**config.mk**
```make
export PLATFORM = sky130hd
export DESIGN_NAME = mod_reduce_seq_flat
export DESIGN_NICKNAME = d
export VERILOG_FILES = /design/src/rtl/mod_reduce_seq_if.sv /design/src/rtl/mod_reduce_seq.sv /design/src/flat_wrapper.sv
export SDC_FILE = /design/constraint.sdc
export NUM_CORES = 1
export LEC_CHECK = 0
export CELL_PAD_IN_SITES_DETAIL_PLACEMENT = 0
export CELL_PAD_IN_SITES_GLOBAL_PLACEMENT = 1
export CORE_ASPECT_RATIO = 1.25
export CORE_MARGIN = 1
export CORE_UTILIZATION = 39
export DETAILED_ROUTE_END_ITERATION = 12
export GPL_ROUTABILITY_DRIVEN = 0
export PLACE_DENSITY = 0.85
export REMOVE_ABC_BUFFERS = 1
export SETUP_SLACK_MARGIN = 0.02
export SLEW_MARGIN = 20
export SYNTH_ARGS = -nofsm -noshare
export SYNTH_HDL_FRONTEND = slang
export SYNTH_SLANG_ARGS = --single-unit
```
**constraint.sdc**
```tcl
create_clock -name clk -period 2.38 [get_ports clk]
set_clock_uncertainty 0.05 [all_clocks]
set_input_delay 0.476 -clock clk [delete_from_list [all_inputs] [get_ports clk]]
set_output_delay 0.476 -clock clk [all_outputs]
set_load 0.005 [all_outputs]
```
**src/rtl/mod_reduce_seq_if.sv**
```systemverilog
`default_nettype none
// ============================================================================
//  Module      : mod_reduce_seq_if
//  Description : Operand/result handshake bundle for mod_reduce_seq.
//                Operand side : in_valid, in_ready, Din, Q (5-bit signed)
//                Result side  : out_valid, out_ready, Dout, Quot, Err
//                slave modport is the reducer, master modport its user.
//  Revision    : 1.0  initial release
// ============================================================================
interface mod_reduce_seq_if #(
    parameter int DW = 10,
    parameter int RW = 4
);
    logic          in_valid;
    logic          in_ready;
    logic [DW-1:0] Din;
    logic [4:0]    Q;
    logic          out_valid;
    logic          out_ready;
    logic [RW-1:0] Dout;
    logic [DW-1:0] Quot;
    logic          Err;

    modport slave (
        input  in_valid, Din, Q, out_ready,
        output in_ready, out_valid, Dout, Quot, Err
    );

    modport master (
        output in_valid, Din, Q, out_ready,
        input  in_ready, out_valid, Dout, Quot, Err
    );
endinterface
`default_nettype wire

```
**src/rtl/mod_reduce_seq.sv**
```systemverilog
`default_nettype none
// ============================================================================
//  Module      : mod_reduce_seq
//  Description : Sequential restoring divider that reduces an unsigned DW-bit
//                operand modulo a small signed modulus Q (legal 1..15),
//                producing the canonical residue and the quotient.
//  Ports       : clk        clock (rising edge)
//                rst        synchronous active-high reset
//                bus.in_valid/in_ready  operand handshake (Din, Q)
//                bus.out_valid/out_ready result handshake (Dout, Quot, Err)
//                bus.Err    set when the accepted Q was <= 0
//  Revision    : 1.0  initial release
// ============================================================================
module mod_reduce_seq #(
    parameter int DW = 10,
    parameter int RW = 4
) (
    input  wire               clk,
    input  wire               rst,
    mod_reduce_seq_if.slave   bus
);

    localparam int              c_CW       = (DW > 1) ? $clog2(DW) : 1;
    localparam logic [c_CW-1:0] c_CNT_LAST = c_CW'(DW - 1);
    localparam logic [c_CW-1:0] c_CNT_ONE  = c_CW'(1);

    localparam logic [1:0] S_IDLE = 2'd0;
    localparam logic [1:0] S_CALC = 2'd1;
    localparam logic [1:0] S_DONE = 2'd2;

    logic [1:0]      r_state;
    logic [DW-1:0]   r_din;
    logic [4:0]      r_q;
    logic [4:0]      r_rem;
    logic [DW-1:0]   r_quot;
    logic [c_CW-1:0] r_cnt;
    logic            r_bad;

    logic            r_in_ready;
    logic            r_out_valid;
    logic [RW-1:0]   r_dout;
    logic [DW-1:0]   r_quot_out;
    logic            r_err;

    logic [4:0]      w_rp;
    logic            w_ge;
    logic [4:0]      w_rem_nx;
    logic            w_q_bad;

    // After every step R < Q <= 15, so the top remainder bit is always zero
    // on entry to the next shift; it is kept only to hold the 5-bit R'.
    logic            w_unused_rem_msb;
    assign w_unused_rem_msb = r_rem[4];

    // One restoring step: shift in the next dividend bit (MSB first), then
    // subtract Q if it fits. Unsigned compare is valid because Q is known
    // positive whenever this path is used.
    always_comb begin
        w_rp     = {r_rem[3:0], r_din[r_cnt]};
        w_ge     = (w_rp >= r_q);
        w_rem_nx = w_ge ? (w_rp - r_q) : w_rp;
    end

    // Signed Q <= 0: negative (sign bit) or zero.
    assign w_q_bad = bus.Q[4] | (bus.Q == 5'd0);

    always_ff @(posedge clk) begin
        if (rst) begin
            r_state     <= S_IDLE;
            r_din       <= '0;
            r_q         <= '0;
            r_rem       <= '0;
            r_quot      <= '0;
            r_cnt       <= '0;
            r_bad       <= 1'b0;
            r_in_ready  <= 1'b0;
            r_out_valid <= 1'b0;
            r_dout      <= '0;
            r_quot_out  <= '0;
            r_err       <= 1'b0;
        end else begin
            case (r_state)
                S_IDLE: begin
                    if (r_in_ready && bus.in_valid) begin
                        r_din      <= bus.Din;
                        r_q        <= bus.Q;
                        r_rem      <= '0;
                        r_quot     <= '0;
                        r_cnt      <= c_CNT_LAST;
                        r_in_ready <= 1'b0;
                        r_bad      <= w_q_bad;
                        r_state    <= w_q_bad ? S_DONE : S_CALC;
                    end else begin
                        r_in_ready <= 1'b1;
                    end
                end

                S_CALC: begin
                    r_rem  <= w_rem_nx;
                    r_quot <= {r_quot[DW-2:0], w_ge};
                    if (r_cnt == '0) begin
                        r_state <= S_DONE;
                    end else begin
                        r_cnt <= r_cnt - c_CNT_ONE;
                    end
                end

                S_DONE: begin
                    // Result registers load on the first DONE cycle and are
                    // re-loaded with identical values while backpressured.
                    if (r_out_valid && bus.out_ready) begin
                        r_state     <= S_IDLE;
                        r_out_valid <= 1'b0;
                        r_in_ready  <= 1'b1;
                    end else begin
                        r_out_valid <= 1'b1;
                        r_dout      <= r_bad ? '0 : r_rem[RW-1:0];
                        r_quot_out  <= r_bad ? '0 : r_quot;
                        r_err       <= r_bad;
                    end
                end

                default: begin
                    r_state     <= S_IDLE;
                    r_in_ready  <= 1'b0;
                    r_out_valid <= 1'b0;
                end
            endcase
        end
    end

    assign bus.in_ready  = r_in_ready;
    assign bus.out_valid = r_out_valid;
    assign bus.Dout      = r_dout;
    assign bus.Quot      = r_quot_out;
    assign bus.Err       = r_err;

endmodule
`default_nettype wire
```
**src/flat_wrapper.sv**
```systemverilog
// flat-port wrapper written by rule: the top's interface ports become plain ports
module mod_reduce_seq_flat 
#(
    parameter int DW = 10,
    parameter int RW = 4
)
  (clk, rst, bus_in_valid, bus_Din, bus_Q, bus_out_ready, bus_in_ready, bus_out_valid, bus_Dout, bus_Quot, bus_Err);
  mod_reduce_seq_if #(.DW(DW), .RW(RW)) bus_i ();
  input  wire clk;
  input  wire rst;
  input wire logic [$bits(bus_i.in_valid)-1:0] bus_in_valid;
  input wire logic [$bits(bus_i.Din)-1:0] bus_Din;
  input wire logic [$bits(bus_i.Q)-1:0] bus_Q;
  input wire logic [$bits(bus_i.out_ready)-1:0] bus_out_ready;
  output wire logic [$bits(bus_i.in_ready)-1:0] bus_in_ready;
  output wire logic [$bits(bus_i.out_valid)-1:0] bus_out_valid;
  output wire logic [$bits(bus_i.Dout)-1:0] bus_Dout;
  output wire logic [$bits(bus_i.Quot)-1:0] bus_Quot;
  output wire logic [$bits(bus_i.Err)-1:0] bus_Err;
  assign bus_i.in_valid = bus_in_valid;
  assign bus_i.Din = bus_Din;
  assign bus_i.Q = bus_Q;
  assign bus_i.out_ready = bus_out_ready;
  assign bus_in_ready = bus_i.in_ready;
  assign bus_out_valid = bus_i.out_valid;
  assign bus_Dout = bus_i.Dout;
  assign bus_Quot = bus_i.Quot;
  assign bus_Err = bus_i.Err;
  mod_reduce_seq #(.DW(DW), .RW(RW)) u_core (.clk(clk), .rst(rst), .bus(bus_i));
endmodule
```
* Word level (Yosys, flattened, before mapping)
Cells that the tools add are included.
** Operators by class
- $add $sub $neg :: 2
- Multiply operators :: 0
- Div/mod/pow operators :: 0
- $lt $le $gt $ge :: 2
- Equality and inequality tests :: 6
- Shift operators :: 0
- Mux-type cells :: 22
- Bitwise gates (word level) :: 3
- Reductions and logical operators :: 13
** Operator list (number)
- $mux 10 :: 2
- $mux 4 :: 5
- $pmux 10 s2 :: 1
- $pmux 4 s2 :: 2
- $mux 2 :: 4
- $reduce_and 2->1 :: 4
- $ne 2x1->1 const B :: 3
- $pmux 2 s3 :: 1
- $reduce_and 3->1 :: 2
- $ge 5x5->1 :: 1
- $logic_not 5->1 :: 1
- $lt 4x5->1 const B :: 1
- $bmux 1 s4 :: 1
- $logic_not 4->1 :: 1
- $mux 1 :: 4
- $sub 4x1->4 const B :: 1
- $sub 4x4->4 :: 1
- $pmux 1 s3 :: 1
- $eq 2x1->1 const B :: 1
- $eq 2x2->1 const B :: 1
- $logic_and 1x1->1 :: 2
- $logic_not 2->1 :: 1
- $ne 2x2->1 const B :: 1
- $not 1->1 :: 2
- other kinds (4) :: 4
** Storage, ports and cells
- Flip-flop bits (word level) :: 53
- Bits in latches :: 0
- Memory bits (writable) :: 0
- Memory bits (read-only) :: 0
- Input bits :: 19
- Output and inout port bits :: 17
- Memories :: 0

* Longest topological paths before layout
Gate-level depths: netlist (run 1).
- Depth after elaboration :: 5
- Mapped depth :: 10
- Gate-level depth less buffers :: 9

* Worst setup path after synthesis (run 1)
OpenSTA, ideal clock, no wires.
- Path kind :: register -> register
- From :: register u_core.r_cnt[0]
- To :: register u_core.r_rem[0]
- Setup time :: 0.117 ns
- Arrival :: 1.990 ns
- Data required time :: 2.213 ns
- Path slack :: 0.223 ns
- Stages on the path, launching flop included :: 10
- Buffers on the path :: 0
- Period minus slack after synthesis :: 2.157 ns
- Path through :: dfxtp_1 -> or2_2 -> o221ai_1 -> o21ai_2 -> ha_1 -> nor2b_1 -> o21a_1 -> o21ai_4 -> mux2i_1 -> a22o_1
** On the way
- Longest elaborated chain between the ends :: 5
- Elaborated cells between the ends (all ways) :: 6
** RTL lines
- start, declared :: line mod_reduce_seq.sv:36 : logic [c_CW-1:0] r_cnt;
- start signal, assigned :: line mod_reduce_seq.sv:89 : r_cnt <= c_CNT_LAST;
- start signal, assigned :: line mod_reduce_seq.sv:104 : r_cnt <= r_cnt - c_CNT_ONE;
- $bmux 1 s4 (*) :: line mod_reduce_seq.sv:59 : w_rp = {r_rem[3:0], r_din[r_cnt]};
- $mux 1 (not written as such) (*) :: line mod_reduce_seq.sv:59
- $sub 4x4->4 / $ge 5x5->1 (equally long branches) :: line mod_reduce_seq.sv:61, mod_reduce_seq.sv:60
- $mux 4 (*) :: line mod_reduce_seq.sv:61 : w_rem_nx = w_ge ? (w_rp - r_q) : w_rp;
- $pmux 4 s2 (*) :: line mod_reduce_seq.sv:82 : case (r_state)
- end signal, assigned :: line mod_reduce_seq.sv:99 : r_rem <= w_rem_nx;
- end, declared :: line mod_reduce_seq.sv:34 : logic [4:0] r_rem;
Mark *: on every way between the ends. The rest lies on a longest branch, timed or not. The select of a mux whose other input is x is not followed.
A chain may end at the register's enable or synchronous reset.

* Final worst setup path (run 1)
- From :: register u_core.r_cnt[0]
- To :: register u_core.r_rem[1]
The elaborated chain is that of the path after synthesis.

==> results.ini, run 1 <==
[timing]
finalMaxSlewViolations = 0
fin_crit_ns = 2.18
hold_ws_ns = 0.403
post-route-period-util_pct = 91.6
rsz0062_at_grt = false
max_freq_ghz = 0.459
setup_slack_ns = 0.199
max-slew-margin-rel_pct = 69.6
tns_ns = 0
finalSetupViolations = 0
worst_pin_slew_ns = 0.453
hold_viol_final = 0

[setup_path]
crit_end = u_core.r_rem[1]$_SDFFE_PP0P_
r2r-end = u_core.r_rem[1]$_SDFFE_PP0P_
r2r_setup_slack_ns = 0.20
cp-start-kind = flip-flop
worstPathRequired_ns = 2.53
setup.worst_path.start = u_core.r_cnt[0]$_SDFFE_PP0P_
arrival_ns = 2.33
critPathMaxFanout = 5
r2r_start = u_core.r_cnt[0]$_SDFFE_PP0P_
r2r_cells = 9
criticalPathCategory = reg -> reg
cp-end-kind = flip-flop

[cells_and_area]
final-seq-area_mm2 = 0.00107
utilization_pct = 50.9
drive_gt1_share_pct = 10.4
nets = 342
fin_area_mm2 = 0.00294
multi_input_area_mm2 = 0.00119
syn_to_final_growth_pct = 25.9
diodes = 0
fillCellCount = 566
stdcell_count = 383

[detailed_routing]
wl_um = 4640
first_iter_violations = 103
via_count = 1965
viasPerCell = 5.13
wl_per_cell_um = 12.1
firstDrtPassIters = 9
drc = 1
ant_nets = 0

[floorplan]
io_pins = 36
rows = 31
core_mm2 = 0.00578
die_h_um = 88.5
die_x_um = 71.2
start_util_pct = 40.4
dieArea_mm2 = 0.00631

[clocking]
cts_buffers = 5
cts_tree = done
cts_root_buf = clkbuf_8
clock_latency_ns = 0.30
clkTransAtPathRegs_ns = 0.10
h-tree-depth = 2
clockBufferDepth = 2
hold_buffers = 0
clkSinkCount = 53

[global_routing]
grt_pass1_vias = 1764
grt-ovfl-total = 0
gr-usage-all-layers_pct = 16.0
grt_max_degree = 42
grt_pass1_wl_um = 8020
antenna_found_initial = 0

[placement]
postPlaceCellArea_mm2 = 0.00275
hpwlAfterDp_um = 3260
pre_cts_ws_ns = 0.0285
placedCellCount = 371
numPortBuffers = 35

[run_status]
status = finished, violations left
violations = DRC

[synth]
ys_seq_elements = 53
synth_edf_count = 0
yosys_warnings = 0
synth_area_mm2 = 0.00234
synthDistinctLibCells = 42
yosys_most_used_dff = dfxtp_1
avgSynthCellArea_um2 = 8.28
ys_seq_area_share_pct = 45.4
ys_async_sr_fraction_pct = 0
synth_cells = 282

[flow_run]
drv_cap = 0

[worst_hold_path]
hold_class = reg -> reg
whs_path_depth = 2
min_from = u_core.bus.Quot[7]$_SDFFE_PP0P_

[power]
p_total_mw = 2.03
power.leakage_nw = 0.990
ir_worst_vdd_v = 0.000425
powerDensity_mw_per_mm2 = 691

[flip-flops by register name, indices dropped and copies added, names as in the netlist]
| name | cells |
|---|---|
| u_core.r_din | 10 |
| u_core.r_q | 5 |
| u_core.bus.in_ready | 1 |
| u_core.bus.Dout | 4 |
| u_core.r_state | 2 |
| u_core.r_quot | 10 |
| u_core.bus.Quot | 10 |
| u_core.r_bad | 1 |
| u_core.bus.Err | 1 |
| u_core.r_cnt | 4 |
| u_core.r_rem | 4 |
| u_core.bus.out_valid | 1 |
[repair_timing]
| action | 4_1_cts | 5_1_grt |
|---|---|---|
| gates resized for setup | 1 | 6 |
| endpoints found under the setup margin | 2 | 2 |
| buffers inserted | 0 | 4 |
| pin swaps | 0 | 2 |
[worst max-delay path: stages (launching register included)]
cell and delay, ns:
dfxtp_4 0.39, mux2_4 0.30, a31o_1 0.23, o21ai_2 0.17, ha_4 0.23, nor2b_1 0.10
o21a_1 0.18, o21ai_4 0.09, mux2i_1 0.13, a22o_1 0.20
[cells in the final DEF (no fill, tap or decap), types with 4 or more instances in the layout]
cell             Yosys  layout
mux2i_1              6       6
inv_1                7       7
clkbuf_8             0       5
buf_4                1      10
clkdlybuf4s50_1      0      35
a21oi_1             48      48
dfxtp_1             53      51
nand2b_1             4       4
nor2_1               9       9
nand2_1             65      65
nor3_1               5       4
nand3_1             14      14
nand3b_1            13      13
ha_1                 6       5
[how the worst min path moves through the flow]
stage	endpoint	slack [ns]
final	u_core.bus.Quot[7]$_SDFFE_PP0P_	0.40
after global routing	u_core.bus.Quot[6]$_SDFFE_PP0P_	0.42
after CTS	u_core.bus.Quot[6]$_SDFFE_PP0P_	0.41
after detailed placement	u_core.bus.Quot[2]$_SDFFE_PP0P_	0.39
after global placement	u_core.bus.Quot[7]$_SDFFE_PP0P_	0.39
after floorplan	u_core.r_din[0]$_SDFFE_PP0P_	0.38
[metal layers]
layer,vias to the layer above,wire (µm),part of all wire (%),GRT usage (%)
li1,1021,-,-,-
met1,904,2090,45,18.3
met2,34,2360,51,30.0
met3,6,136,2.9,3.08
met4,0,51,1.1,4.91
met5,-,0,0,0
[Yosys cell counts, types with 2 or more instances]
cell	number	share of area (%)
a211oi_1	2	0.64
a21oi_1	48	10
a22o_1	2	0.75
buf_2	7	1.5
clkbuf_1	9	1.4
dfxtp_1	53	45
ha_1	6	3.2
inv_1	7	1.1
mux2i_1	6	2.6
nand2_1	65	10
nand2b_1	4	1.1
nand3_1	14	3.0
nand3b_1	13	4.2
nor2_1	9	1.4
nor2b_1	2	0.54
nor3_1	5	1.1
o211ai_1	2	0.64
o21ai_0	2	0.43
xnor2_1	2	0.75
xor2_1	2	0.75
[cell type report]
cell class              count  share of cell area [%]
inverters                   7                   0.893
clock buffers               5                    2.34
flip-flops and latches     53                    36.2
multi-input cells         203                    40.4
repair buffers             46                    15.1
well taps                  66                    2.81
clock inverters             3                    2.21
[kinds of logic (layout without fill, tap and decap cells)]
kind of cell,after synthesis,after routing,share of synthesized area (%)
adders and majority gates,7,7,4.07
AOI/OAI and AO/OA,65,65,16.2
buffers and inverters,26,61,5.03
and+or+nand+nor,120,120,24.5
xor gates and xnor gates,4,4,1.50
muxes,7,7,3.21
DFF,53,53,45.4
[power breakdown]
part           leakage [nW]  internal, mW  switching [mW]
Sequential            0.431         0.925          0.0429
Combinational         0.491         0.172           0.179
Clock                0.0681         0.418           0.296
No activity file was read; power rests on OpenSTA's default activity.
==> run 2: changes to the inputs <==
--- a/config.mk
+++ b/config.mk
@@ -7,10 +7,8 @@
 export LEC_CHECK = 0
-export CELL_PAD_IN_SITES_DETAIL_PLACEMENT = 0
-export CELL_PAD_IN_SITES_GLOBAL_PLACEMENT = 1
 export CORE_ASPECT_RATIO = 1.25
 export CORE_MARGIN = 1
-export CORE_UTILIZATION = 39
+export CORE_UTILIZATION = 40
 export DETAILED_ROUTE_END_ITERATION = 12
 export GPL_ROUTABILITY_DRIVEN = 0
-export PLACE_DENSITY = 0.85
+export PLACE_DENSITY = 0.69
 export REMOVE_ABC_BUFFERS = 1
==> constraint.sdc (replaced) <==
create_clock -name clk -period 2.38 [get_ports clk]
set_clock_uncertainty 0.05 [all_clocks]
set_input_delay 0.714 -clock clk [delete_from_list [all_inputs] [get_ports clk]]
set_output_delay 0.714 -clock clk [all_outputs]
set_load 0.005 [all_outputs]
==> results.ini, run 2 (synthesized netlist as in run 1, its figures left out) <==
[cells_and_area]
stdcell_count = 379  ; was 383
diodes = 0  ; unchanged
layout_common_cells = nand2_1, dfxtp_1, a21oi_1, clkdlybuf4s50_1, nand3_1  ; unchanged
nets = 340  ; was 342
layout.cells.most_common = nand2_1  ; unchanged
syn_to_final_growth_pct = 24.2  ; was 25.9%
final-seq-area_mm2 = 0.00106  ; was 0.00107 mm²
drive_gt1_share_pct = 8.89  ; was 10.4%
fillCellCount = 545  ; was 566
utilization_pct = 52.6  ; was 50.9%
multi_input_area_mm2 = 0.00117  ; was 0.00119 mm²

[detailed_routing]
firstDrtPassIters = 4  ; was 9
via_count = 1975  ; was 1965
wl_um = 4610  ; was 4640 µm
drc = 0  ; was 1
first_iter_violations = 146  ; was 103
viasPerCell = 5.21  ; was 5.13
ant_nets = 0  ; unchanged
wl_per_cell_um = 12.2  ; was 12.1 µm

[floorplan]
core_mm2 = 0.00552  ; was 0.00578 mm²
die_x_um = 70.4  ; was 71.2 µm
start_util_pct = 42.3  ; was 40.4%
rows = 30  ; was 31
die_h_um = 87.4  ; was 88.5 µm
io_pins = 36  ; unchanged
dieArea_mm2 = 0.00615  ; was 0.00631 mm²

[power]
p_switching_uw = 510  ; was 518 µW
power.leakage_nw = 0.974  ; was 0.990 nW
p_comb_share_pct = 16.5  ; was 17.3%
p_int_mw = 1.50  ; was 1.52 mW
swShare_pct = 25.3  ; was 25.5%
ir_worst_vdd_v = 0.000323  ; was 0.000425 V
clock_power_share_pct = 35.4  ; was 35.1%
powerDensity_mw_per_mm2 = 693  ; was 691 mW/mm²
power_frac_seq_pct = 48.1  ; was 47.6%

[setup_path]
worstPathRequired_ns = 2.57  ; was 2.53 ns
setup.worst_path.start = u_core.r_cnt[0]$_SDFFE_PP0P_  ; unchanged
r2r_cells = 10  ; was 9
r2r_setup_slack_ns = 0.16  ; was 0.20 ns
worst_path_dominant_cell_family = compound AO/OA/AOI/OAI gates  ; unchanged
cp-start-kind = flip-flop  ; unchanged
crit_end = u_core.r_rem[3]$_SDFFE_PP0P_  ; was u_core.r_rem[1]$_SDFFE_PP0P_
r2r-end = u_core.r_rem[3]$_SDFFE_PP0P_  ; was u_core.r_rem[1]$_SDFFE_PP0P_
r2r_start = u_core.r_cnt[0]$_SDFFE_PP0P_  ; unchanged
crit_path_top_delay_cell = dfxtp_2  ; was dfxtp_4
slowest_delay_ns = 0.37  ; was 0.39 ns
critPathMaxFanout = 7  ; was 5
arrival_ns = 2.41  ; was 2.33 ns
cp.depth = 10  ; was 9
crit_chain = or2_2 > o22ai_1 > o21ai_2 > ha_1 > nor2b_1 > o21a_1 > o21ai_4 > buf_4 > nand3_1 > o211ai_1  ; was mux2_4 > a31o_1 > o21ai_2 > ha_4 > nor2b_1 > o21a_1 > o21ai_4 > mux2i_1 > a22o_1
criticalPathCategory = reg -> reg  ; unchanged
cp-end-kind = flip-flop  ; unchanged
critPathBufInv = 1  ; was 0

[timing]
max-slew-margin-rel_pct = 65.5  ; was 69.6%
fin_crit_ns = 2.22  ; was 2.18 ns
finalMaxSlewViolations = 0  ; unchanged
post-route-period-util_pct = 93.4  ; was 91.6%
worst_pin_slew_ns = 0.514  ; was 0.453 ns
max_freq_ghz = 0.450  ; was 0.459 GHz
hold_ws_ns = 0.403  ; about the same
rsz0062_at_grt = false  ; unchanged
hold_viol_final = 0  ; unchanged
finalSetupViolations = 0  ; unchanged
setup_slack_ns = 0.157  ; was 0.199 ns

[clocking]
clkSinkCount = 53  ; unchanged
hold_buffers = 0  ; unchanged
clkTransAtPathRegs_ns = 0.09  ; was 0.10 ns
cts_tree = done  ; unchanged
h-tree-depth = 2  ; unchanged
clockBufferDepth = 2  ; unchanged
clock_latency_ns = 0.31  ; was 0.30 ns
cts_buffers = 5  ; unchanged
cts_root_buf = clkbuf_8  ; unchanged

[global_routing]
grt_max_degree = 31  ; was 42
grt_pass1_vias = 1898  ; was 1764
gr-usage-all-layers_pct = 16.5  ; was 16.0%
grt_pass1_wl_um = 8090  ; was 8020 µm
antenna_found_initial = 0  ; unchanged
grt-ovfl-total = 0  ; unchanged

[flow_run]
drv_cap = 0  ; unchanged

[worst_hold_path]
hold_class = reg -> reg  ; unchanged

[placement]
pre_cts_ws_ns = 0.0603  ; was 0.0285 ns
numPortBuffers = 35  ; unchanged
hpwlAfterDp_um = 3160  ; was 3260 µm
placedCellCount = 369  ; was 371

[run_status]
status = completed  ; was finished, violations left

run 2: changes by cell type in the layout (fill, tap and decap cells not counted), sizes merged:
cell	before	now
buf	11	9
run 2: tightest hold or removal path: cells and delay by family, from the launching register on:
kind / cells / cell delay (ns)
compound gates: 1 / 0.05
flops: 1 / 0.32
simple gates: 1 / 0.05
run 2: worst min path at each step:
stage                                     from  cells after the start                               to
2_1_floorplan     u_core.r_din[0]$_SDFFE_PP0P_                      2     u_core.r_din[0]$_SDFFE_PP0P_
3_3_place_gp   u_core.bus.Quot[6]$_SDFFE_PP0P_                      2  u_core.bus.Quot[6]$_SDFFE_PP0P_
3_5_place_dp   u_core.bus.Quot[6]$_SDFFE_PP0P_                      2  u_core.bus.Quot[6]$_SDFFE_PP0P_
4_1_cts        u_core.bus.Quot[6]$_SDFFE_PP0P_                      2  u_core.bus.Quot[6]$_SDFFE_PP0P_
5_1_grt        u_core.bus.Dout[1]$_SDFFE_PP0P_                      2  u_core.bus.Dout[1]$_SDFFE_PP0P_
6_report       u_core.bus.Quot[9]$_SDFFE_PP0P_                      2  u_core.bus.Quot[9]$_SDFFE_PP0P_
run 2: area by class of cell:
class                      count  area share [%]
clock buffer                   5            2.37
tap                           64            2.76
multi-input combinational    203            40.3
timing repair buffer          44            14.8
sequential                    53            36.6
inverter                       7           0.906
clock inverter                 3            2.24
run 2: power by group through the flow:
stage / Combinational [mW] / Sequential, mW / Clock, mW
detailed placement: 0.318 / 0.989 / 0
floorplan: 0.195 / 0.977 / 0
finish: 0.331 / 0.969 / 0.712
global placement: 0.312 / 0.988 / 0
global route: 0.371 / 0.977 / 0.768
CTS: 0.320 / 0.968 / 0.729
run 2: through the flow:
step | setup TNS [ns] | power, mW | area (µm²)
after global routing | 0 | 2.12 | 2900
after global placement | 0 | 1.30 | 2750
after CTS | 0 | 2.02 | 2880
after detailed placement | 0 | 1.31 | 2750
final | 0 | 2.01 | 2900
after floorplan | -0.418 | 1.17 | 2240
run 2: routing by layer:
metal	global-route usage (%)	up-vias	share of wire, %
met5	0	-	0
met4	6.55	0	1.6
met3	4.28	7	3.6
met2	29.7	45	51
met1	18.3	903	44
li1	-	1020	-
run 2: repair_timing:
item	4_1_cts	5_1_grt
hold endpoints to repair	0	0
resized for setup	0	2
setup buffers	0	2
setup endpoints to repair	0	5
